**src/rtl/aes_pkg.sv**
```systemverilog
// Shared AES definitions for the key-schedule unit: S-box, GF(2^8) helpers,
// key-length decode and the optional InvMixColumns helper.
// Optional feature macro: AES_KEYEXP_INVMIX_EN (adds inv_mix_col).
package aes_pkg;

  typedef enum logic [1:0] {KEY128 = 2'd0, KEY192 = 2'd1, KEY256 = 2'd2} key_len_t;

  localparam logic [7:0] SBOX [256] = '{
    8'h63, 8'h7c, 8'h77, 8'h7b, 8'hf2, 8'h6b, 8'h6f, 8'hc5, 8'h30, 8'h01, 8'h67, 8'h2b, 8'hfe, 8'hd7, 8'hab, 8'h76,
    8'hca, 8'h82, 8'hc9, 8'h7d, 8'hfa, 8'h59, 8'h47, 8'hf0, 8'had, 8'hd4, 8'ha2, 8'haf, 8'h9c, 8'ha4, 8'h72, 8'hc0,
    8'hb7, 8'hfd, 8'h93, 8'h26, 8'h36, 8'h3f, 8'hf7, 8'hcc, 8'h34, 8'ha5, 8'he5, 8'hf1, 8'h71, 8'hd8, 8'h31, 8'h15,
    8'h04, 8'hc7, 8'h23, 8'hc3, 8'h18, 8'h96, 8'h05, 8'h9a, 8'h07, 8'h12, 8'h80, 8'he2, 8'heb, 8'h27, 8'hb2, 8'h75,
    8'h09, 8'h83, 8'h2c, 8'h1a, 8'h1b, 8'h6e, 8'h5a, 8'ha0, 8'h52, 8'h3b, 8'hd6, 8'hb3, 8'h29, 8'he3, 8'h2f, 8'h84,
    8'h53, 8'hd1, 8'h00, 8'hed, 8'h20, 8'hfc, 8'hb1, 8'h5b, 8'h6a, 8'hcb, 8'hbe, 8'h39, 8'h4a, 8'h4c, 8'h58, 8'hcf,
    8'hd0, 8'hef, 8'haa, 8'hfb, 8'h43, 8'h4d, 8'h33, 8'h85, 8'h45, 8'hf9, 8'h02, 8'h7f, 8'h50, 8'h3c, 8'h9f, 8'ha8,
    8'h51, 8'ha3, 8'h40, 8'h8f, 8'h92, 8'h9d, 8'h38, 8'hf5, 8'hbc, 8'hb6, 8'hda, 8'h21, 8'h10, 8'hff, 8'hf3, 8'hd2,
    8'hcd, 8'h0c, 8'h13, 8'hec, 8'h5f, 8'h97, 8'h44, 8'h17, 8'hc4, 8'ha7, 8'h7e, 8'h3d, 8'h64, 8'h5d, 8'h19, 8'h73,
    8'h60, 8'h81, 8'h4f, 8'hdc, 8'h22, 8'h2a, 8'h90, 8'h88, 8'h46, 8'hee, 8'hb8, 8'h14, 8'hde, 8'h5e, 8'h0b, 8'hdb,
    8'he0, 8'h32, 8'h3a, 8'h0a, 8'h49, 8'h06, 8'h24, 8'h5c, 8'hc2, 8'hd3, 8'hac, 8'h62, 8'h91, 8'h95, 8'he4, 8'h79,
    8'he7, 8'hc8, 8'h37, 8'h6d, 8'h8d, 8'hd5, 8'h4e, 8'ha9, 8'h6c, 8'h56, 8'hf4, 8'hea, 8'h65, 8'h7a, 8'hae, 8'h08,
    8'hba, 8'h78, 8'h25, 8'h2e, 8'h1c, 8'ha6, 8'hb4, 8'hc6, 8'he8, 8'hdd, 8'h74, 8'h1f, 8'h4b, 8'hbd, 8'h8b, 8'h8a,
    8'h70, 8'h3e, 8'hb5, 8'h66, 8'h48, 8'h03, 8'hf6, 8'h0e, 8'h61, 8'h35, 8'h57, 8'hb9, 8'h86, 8'hc1, 8'h1d, 8'h9e,
    8'he1, 8'hf8, 8'h98, 8'h11, 8'h69, 8'hd9, 8'h8e, 8'h94, 8'h9b, 8'h1e, 8'h87, 8'he9, 8'hce, 8'h55, 8'h28, 8'hdf,
    8'h8c, 8'ha1, 8'h89, 8'h0d, 8'hbf, 8'he6, 8'h42, 8'h68, 8'h41, 8'h99, 8'h2d, 8'h0f, 8'hb0, 8'h54, 8'hbb, 8'h16
  };

  function automatic key_len_t key_len_of(input int key_bits);
    key_len_t len;
    case (key_bits)
      192:     len = KEY192;
      256:     len = KEY256;
      default: len = KEY128;
    endcase
    return len;
  endfunction

  function automatic int nk_of(input int key_bits);
    int nk;
    case (key_len_of(key_bits))
      KEY192:  nk = 6;
      KEY256:  nk = 8;
      default: nk = 4;
    endcase
    return nk;
  endfunction

  function automatic int nr_of(input int key_bits);
    return nk_of(key_bits) + 6;
  endfunction

  function automatic logic [7:0] xtime(input logic [7:0] b);
    return {b[6:0], 1'b0} ^ (b[7] ? 8'h1b : 8'h00);
  endfunction

  function automatic logic [31:0] sub_word(input logic [31:0] w);
    return {SBOX[w[31:24]], SBOX[w[23:16]], SBOX[w[15:8]], SBOX[w[7:0]]};
  endfunction

`ifdef AES_KEYEXP_INVMIX_EN
  // InvMixColumns on one column; byte 0 of the column sits in bits [31:24].
  function automatic logic [31:0] inv_mix_col(input logic [31:0] c);
    logic [7:0] a, x2, x4, x8;
    logic [7:0] m9 [4];
    logic [7:0] mb [4];
    logic [7:0] md [4];
    logic [7:0] me [4];
    for (int k = 0; k < 4; k++) begin
      a     = c[31-8*k -: 8];
      x2    = xtime(a);
      x4    = xtime(x2);
      x8    = xtime(x4);
      m9[k] = x8 ^ a;
      mb[k] = x8 ^ x2 ^ a;
      md[k] = x8 ^ x4 ^ a;
      me[k] = x8 ^ x4 ^ x2;
    end
    return {me[0] ^ mb[1] ^ md[2] ^ m9[3],
            m9[0] ^ me[1] ^ mb[2] ^ md[3],
            md[0] ^ m9[1] ^ me[2] ^ mb[3],
            mb[0] ^ md[1] ^ m9[2] ^ me[3]};
  endfunction
`endif

endpackage

```
**src/rtl/aes_key_word_gen.sv**
```systemverilog
// Combinational next-word step of the AES key schedule:
// w[i] = w[i-NK] ^ f(w[i-1]), where f is RotWord/SubWord/Rcon, SubWord only, or identity.
module aes_key_word_gen
  import aes_pkg::*;
(
  input  logic [31:0] w_prev_i,
  input  logic [31:0] w_back_i,
  input  logic        rot_sub_i,
  input  logic        sub_only_i,
  input  logic [7:0]  rcon_i,
  output logic [31:0] w_next_o
);

  logic [31:0] temp_s;

  // Select the transform of w[i-1] and fold in w[i-NK].
  always_comb begin
    temp_s = w_prev_i;
    if (rot_sub_i) begin
      temp_s = sub_word({w_prev_i[23:0], w_prev_i[31:24]}) ^ {rcon_i, 24'h000000};
    end else if (sub_only_i) begin
      temp_s = sub_word(w_prev_i);
    end else begin
      temp_s = w_prev_i;
    end
    w_next_o = w_back_i ^ temp_s;
  end

endmodule

```
**src/rtl/aes_key_expander.sv**
```systemverilog
// AES key-schedule unit: byte-serial key load, one-word-per-cycle expansion,
// round-key storage and a registered 128-bit round-key read port.
// Optional feature macro: AES_KEYEXP_INVMIX_EN (adds rd_key_dec for the
// equivalent inverse cipher).
module aes_key_expander
  import aes_pkg::*;
#(
  parameter int KEY_BITS = 128
) (
  input  logic         clk,
  input  logic         rst,
  input  logic         start,
  input  logic [7:0]   key_in,
  input  logic         key_valid,
  output logic         key_ready,
  output logic         busy,
  output logic         done,
  output logic         keys_valid,
  input  logic [3:0]   rd_round,
  output logic [127:0] rd_key
`ifdef AES_KEYEXP_INVMIX_EN
  ,
  output logic [127:0] rd_key_dec
`endif
);

  localparam int NK = nk_of(KEY_BITS);
  localparam int NR = nr_of(KEY_BITS);
  localparam int NW = 4 * (NR + 1);
  localparam logic [5:0] NK_LAST  = 6'(NK - 1);
  localparam logic [5:0] NW_LAST  = 6'(NW - 1);
  localparam logic [2:0] MOD_LAST = 3'(NK - 1);
  localparam logic [3:0] NR_IDX   = 4'(NR);
  localparam logic       IS_256   = (NK == 8);

  localparam logic [1:0] S_IDLE   = 2'd0;
  localparam logic [1:0] S_LOAD   = 2'd1;
  localparam logic [1:0] S_EXPAND = 2'd2;
  localparam logic [1:0] S_READY  = 2'd3;

  if (KEY_BITS != 128 && KEY_BITS != 192 && KEY_BITS != 256) begin : g_bad_key_bits
    $error("aes_key_expander: KEY_BITS must be 128, 192 or 256");
  end

  logic [1:0]  state_q, state_d;
  logic [1:0]  byte_cnt_q, byte_cnt_d;
  logic [23:0] word_q, word_d;      // earlier bytes of the word being assembled
  logic [5:0]  idx_q, idx_d;        // index of the next word to be written
  logic [2:0]  mod_q, mod_d;        // idx mod NK, kept as a wrap counter
  logic [7:0]  rcon_q, rcon_d;
  logic        done_q, done_d;
  logic        kv_q, kv_d;
  logic        wr_en_s;
  logic [31:0] wr_word_s;
  logic [31:0] gen_word_s;
  logic        rot_sub_s, sub_only_s;
  logic [31:0] mem_q [NW];
  logic [31:0] win_q [NK];          // win_q[0] = w[i-NK], win_q[NK-1] = w[i-1]
  logic        rd_ok_s;
  logic [5:0]  rd_base_s;
  logic [127:0] rd_word_s;
  logic [127:0] rd_key_q;

  assign rot_sub_s  = (mod_q == 3'd0);
  assign sub_only_s = IS_256 && (mod_q == 3'd4);

  aes_key_word_gen u_word_gen (
    .w_prev_i   (win_q[NK-1]),
    .w_back_i   (win_q[0]),
    .rot_sub_i  (rot_sub_s),
    .sub_only_i (sub_only_s),
    .rcon_i     (rcon_q),
    .w_next_o   (gen_word_s)
  );

  // Next-state logic for the load/expand sequencer.
  always_comb begin
    state_d    = state_q;
    byte_cnt_d = byte_cnt_q;
    word_d     = word_q;
    idx_d      = idx_q;
    mod_d      = mod_q;
    rcon_d     = rcon_q;
    done_d     = 1'b0;
    kv_d       = kv_q;
    wr_en_s    = 1'b0;
    wr_word_s  = 32'h0;
    if (start) begin
      state_d    = S_LOAD;
      byte_cnt_d = 2'd0;
      idx_d      = 6'd0;
      mod_d      = 3'd0;
      rcon_d     = 8'h01;
      kv_d       = 1'b0;
    end else begin
      case (state_q)
        S_IDLE: state_d = S_IDLE;
        S_LOAD: begin
          if (key_valid) begin
            word_d     = {word_q[15:0], key_in};
            byte_cnt_d = byte_cnt_q + 2'd1;
            if (byte_cnt_q == 2'd3) begin
              wr_en_s   = 1'b1;
              wr_word_s = {word_q, key_in};
              idx_d     = idx_q + 6'd1;
              if (idx_q == NK_LAST) begin
                state_d = S_EXPAND;
                mod_d   = 3'd0;
                rcon_d  = 8'h01;
              end else begin
                state_d = S_LOAD;
              end
            end else begin
              wr_en_s = 1'b0;
            end
          end else begin
            state_d = S_LOAD;
          end
        end
        S_EXPAND: begin
          wr_en_s   = 1'b1;
          wr_word_s = gen_word_s;
          idx_d     = idx_q + 6'd1;
          if (mod_q == MOD_LAST) begin
            mod_d = 3'd0;
          end else begin
            mod_d = mod_q + 3'd1;
          end
          if (rot_sub_s) begin
            rcon_d = xtime(rcon_q);
          end else begin
            rcon_d = rcon_q;
          end
          if (idx_q == NW_LAST) begin
            state_d = S_READY;
            done_d  = 1'b1;
            kv_d    = 1'b1;
          end else begin
            state_d = S_EXPAND;
          end
        end
        S_READY: state_d = S_READY;
        default: state_d = S_IDLE;
      endcase
    end
  end

  // Sequencer state, counters and status flags.
  always_ff @(posedge clk) begin
    if (rst) begin
      state_q    <= S_IDLE;
      byte_cnt_q <= 2'd0;
      word_q     <= 24'h0;
      idx_q      <= 6'd0;
      mod_q      <= 3'd0;
      rcon_q     <= 8'h01;
      done_q     <= 1'b0;
      kv_q       <= 1'b0;
    end else begin
      state_q    <= state_d;
      byte_cnt_q <= byte_cnt_d;
      word_q     <= word_d;
      idx_q      <= idx_d;
      mod_q      <= mod_d;
      rcon_q     <= rcon_d;
      done_q     <= done_d;
      kv_q       <= kv_d;
    end
  end

  // Key memory and sliding window; contents are only readable once kv_q is set.
  always_ff @(posedge clk) begin
    if (wr_en_s) begin
      mem_q[idx_q] <= wr_word_s;
      for (int k = 0; k < NK - 1; k++) begin
        win_q[k] <= win_q[k+1];
      end
      win_q[NK-1] <= wr_word_s;
    end
  end

  // Round-key lookup; out-of-range rounds are steered to word 0 and masked later.
  always_comb begin
    rd_ok_s   = kv_q && (rd_round <= NR_IDX);
    rd_base_s = (rd_round <= NR_IDX) ? {rd_round, 2'b00} : 6'd0;
    rd_word_s = {mem_q[rd_base_s], mem_q[rd_base_s + 6'd1],
                 mem_q[rd_base_s + 6'd2], mem_q[rd_base_s + 6'd3]};
  end

  // Registered round-key read port.
  always_ff @(posedge clk) begin
    if (rst) begin
      rd_key_q <= 128'h0;
    end else if (rd_ok_s) begin
      rd_key_q <= rd_word_s;
    end else begin
      rd_key_q <= 128'h0;
    end
  end

`ifdef AES_KEYEXP_INVMIX_EN
  logic [127:0] rd_key_dec_q;

  // Decryption-form round key: InvMixColumns on inner rounds, plain at the ends.
  always_ff @(posedge clk) begin
    if (rst) begin
      rd_key_dec_q <= 128'h0;
    end else if (!rd_ok_s) begin
      rd_key_dec_q <= 128'h0;
    end else if (rd_round == 4'd0 || rd_round == NR_IDX) begin
      rd_key_dec_q <= rd_word_s;
    end else begin
      rd_key_dec_q <= {inv_mix_col(rd_word_s[127:96]), inv_mix_col(rd_word_s[95:64]),
                       inv_mix_col(rd_word_s[63:32]),  inv_mix_col(rd_word_s[31:0])};
    end
  end

  assign rd_key_dec = rd_key_dec_q;
`endif

  assign key_ready  = (state_q == S_LOAD);
  assign busy       = (state_q == S_LOAD) || (state_q == S_EXPAND);
  assign done       = done_q;
  assign keys_valid = kv_q;
  assign rd_key     = rd_key_q;

endmodule

```
**config.mk**
```make
export PLATFORM = sky130hd
export DESIGN_NAME = aes_key_expander
export DESIGN_NICKNAME = d
export VERILOG_FILES = /design/src/rtl/aes_pkg.sv /design/src/rtl/aes_key_word_gen.sv /design/src/rtl/aes_key_expander.sv
export SDC_FILE = /design/constraint.sdc
export NUM_CORES = 2
export LEC_CHECK = 0
export ABC_AREA = 1
export CAP_MARGIN = 20
export CORE_ASPECT_RATIO = 1.4
export CORE_MARGIN = 4
export CORE_UTILIZATION = 34
export CTS_CLUSTER_SIZE = 40
export DETAILED_ROUTE_END_ITERATION = 16
export PLACE_DENSITY = 0.46
export SLEW_MARGIN = 20
export SYNTH_ARGS = -nofsm -noshare
export SYNTH_HDL_FRONTEND = slang
export SYNTH_SLANG_ARGS = --single-unit
```
**constraint.sdc**
```tcl
create_clock -name clk -period 15.6 [get_ports clk]
set_clock_uncertainty 0.05 [all_clocks]
set_input_delay 1.56 -clock clk [delete_from_list [all_inputs] [get_ports clk]]
set_output_delay 1.56 -clock clk [all_outputs]
set_load 0.02 [all_outputs]
```
==> results.md <==
- Status: complete, no violations
- Post-CTS Hold Fix Bufs: 0
- Vias in the first global route: between 50,000 and 60,000
- Initial DRT Pass Iterations: 7
- Pin count of the biggest net entering global routing: 214
- Most frequent cells in the layout: edfxtp_1 (1,536), nand2_1 (1,045), nand3_1 (1,036)
- Layout cell share with drive strength beyond 1: 7.67%
- Worst r2r path cells: 16
- Hold depth: 0
- Die height: ~570 um
- Grt ovf: 0
- Post-synth cell types: 41
- Slowest CP cell: buf_4
- Max IR drop VDD: approximately 0.1 mV
- Type of origin of the critical path: input port
- Num rows: roughly 200
- Antenna Violating Nets Remaining: 0
- Minimum clock period: 6750 ps
- Worst Hold Class: register to register
- Setup TNS: 0 ps
- CTS tree: done
- Vias per cell: 5.79
- RSZ-0062 raised after global routing: no
- FILL cells: about 22,000
- Global-route wire length before repair: around 410,000 um
- CTS root buffer: clkbuf_16
- Routed WL: 290,000 um
- Syn Area/Cell: 10.8 sq um
- DR WL/cell: 29.1 um
- Max Cap Violations: 0
- Final Setup Violations: 0
- Core ar.: approximately 220,000 sq um
- WS Path Type: input port to register
- Async SR Flop Fraction: 0%
- WP data required: 16,260 ps
- Layout area overhead: 14.2%
- Mapped Nets: 7,030
- CP most frequent cell: buf_4
- Worst Max-Slew Pin Slew: roughly 1100 ps
- CTS Buffer Depth: 3
- Register area share after synthesis: approximately two thirds
- Synth warn: 0
- Post-DP HPWL: 169,000 um
- Via count: 57,700
- #FFs+latches synth: 1,711
- Ys flop type: edfxtp_1
- Power Density: between 100 and 150 nW/um^2
- Total CTS buffers: 177
- Most common cell after layout, fill and taps aside: edfxtp_1
- CP max FO: 166
- Syn Inst Count: roughly 6,900
- H-tree levels: 4
- Initial core utilization: between 30% and 40%
- Die X: 406 um
- Mapped cell area: between 70,000 and 80,000 sq um
- Crit path cell chain: clkdlybuf4s50_1, a21oi_4, buf_12, nor2_1, inv_2, nand2_8, buf_4, buf_4, buf_4, buf_12, o21ai_0, o221ai_1, nand3_1, a21oi_1
- GPL Wtd Cong: 0.957
- Clock transition at path regs: roughly 60 ps
- Post-synth EDFFs: between 1,500 and 2,000
- Fin. max-slew vios: 0
- Post CTS Setup Buffer Count: 0
- Slowest stage delay, CP: 820 ps
- Clock latency on the worst-skew pair: between 800 and 900 ps
- Port Buffers: 147
- Initial antenna violation count: 12
- Die Area: 229,000 sq um
- # nets final: 7,008
- Slew margin rel.: 23.4%
- DRT iter0 DRCs: 5,792
- Worst EP arrival: 7420 ps
- Drc violations: 0
- Total track usage: between 20 and 25%
- Leakage power: approximately 30 nW
- TritonCTS Sinks: 1,711
- Top Ports: 148
- Post-CTS Resized: 0
- Peak Freq: 148 MHz
- Final Util: 39.0%
- Final period util: 43.3%
- Final hold vios: 0
- Crit end category: register
[cells by family (layout without fill, tap and decap cells)]
family / count (synthesis) / count (layout) / share of synthesized area, %
adder cells (fa/ha/maj): 68 / 68 / 1.13
AO/OA/AOI/OAI: 1520 / 1520 / 12.5
buffers and inverters: 735 / 867 / 4.07
XOR/XNOR: 1 / 1 / 0.0116
flip-flops: 1711 / 1711 / 65.9
AND/OR/NAND/NOR: 2911 / 2911 / 16.5
other: 0 / 8 / 0
[cells in the mapped netlist (9+ instances only)]
cell type / instances / area share (%)
edfxtp_1: 1536 / 61
nand2_1: 1047 / 5.2
nand3_1: 1037 / 6.9
nor2_1: 764 / 3.8
o21ai_0: 681 / 4.5
a21oi_1: 274 / 1.8
clkbuf_1: 270 / 1.3
o221ai_1: 259 / 3.0
inv_1: 199 / 0.99
dfxtp_1: 175 / 4.6
buf_2: 166 / 1.1
o2111ai_1: 132 / 1.5
o211ai_1: 87 / 0.87
ha_1: 68 / 1.1
buf_1: 42 / 0.21
o21ai_1: 27 / 0.18
a31oi_1: 21 / 0.17
buf_4: 19 / 0.19
o22ai_1: 19 / 0.16
inv_2: 15 / 0.075
nand3b_1: 15 / 0.15
nand4_1: 15 / 0.12
clkbuf_2: 12 / 0.080
nor3_1: 12 / 0.080
a211oi_1: 9 / 0.090
clkinv_1: 9 / 0.045
nand2_2: 9 / 0.075
[power breakdown]
group	internal [W]	switching, W
Clock	0.00241	0.00181
Sequential	0.00492	0.00000230
Combinational	0.0000989	0.000287
[through the flow]
| stage | cells | area (sq um) | worst slack [ps] | hold WS (ps) | power, W |
|---|---|---|---|---|---|
| 2_1_floorplan | 6946 | 75300 | 8530 | 350 | 0.00527 |
| 3_3_place_gp | 9629 | 80300 | 8080 | 351 | 0.00540 |
| 3_5_place_dp | 9629 | 80300 | 8080 | 355 | 0.00541 |
| 4_1_cts | 9962 | 86100 | 8960 | 337 | 0.00962 |
| 5_1_grt | 9963 | 86100 | 8480 | 363 | 0.00984 |
| 6_report | 9970 | 86100 | 8850 | 344 | 0.00953 |
[critical path, delay by kind of cell]
family / cells / cell delay [ps]
and+or+nand+nor: 3 / 790
buffers and inverters: 7 / 3850
AOI/OAI and AO/OA: 4 / 690
[final timing paths]
path	slack [ps]	end	start
worst min register to register	340	win_q[0][17]	win_q[1][17]
worst max register to register	10350	win_q[3][25]	win_q[3][17]
worst max-delay path	8850	rd_key[118]	rd_round[1]
worst min-delay path	340	win_q[0][17]	win_q[1][17]
[state kept, by name, summed over array words and instances (netlist names)]
register / count
done: 1
mod_q: 3
win_q: 128
idx_q: 6
mem_q: 1408
rcon_q: 8
word_q: 24
state_q: 2
rd_key: 128
keys_valid: 1
byte_cnt_q: 2
[area by class of cell]
cell class | instances | area, sq um | share of cell area (%)
Clock inverter | 73 | 828 | 0.962
Inverter | 224 | 875 | 1.02
Multi-Input combinational cell | 4500 | 23400 | 27.2
Tap cell | 2884 | 3610 | 4.19
Antenna cell | 8 | 20.0 | 0.0233
Clock buffer | 260 | 4970 | 5.78
Timing Repair Buffer | 310 | 2750 | 3.19
Sequential cell | 1711 | 49600 | 57.7
[routing by layer]
| layer | wire [um] | up-vias | track usage [%] | share of wire [%] |
|---|---|---|---|---|
| li1 | - | 25500 | - | - |
| met1 | 121000 | 29500 | 32.1 | 42 |
| met2 | 142000 | 2133 | 41.9 | 49 |
| met3 | 14100 | 595 | 2.84 | 4.8 |
| met4 | 12900 | 0 | 10.2 | 4.5 |
| met5 | 0 | - | 0 | 0 |
(Power assumes the default switching activity.)
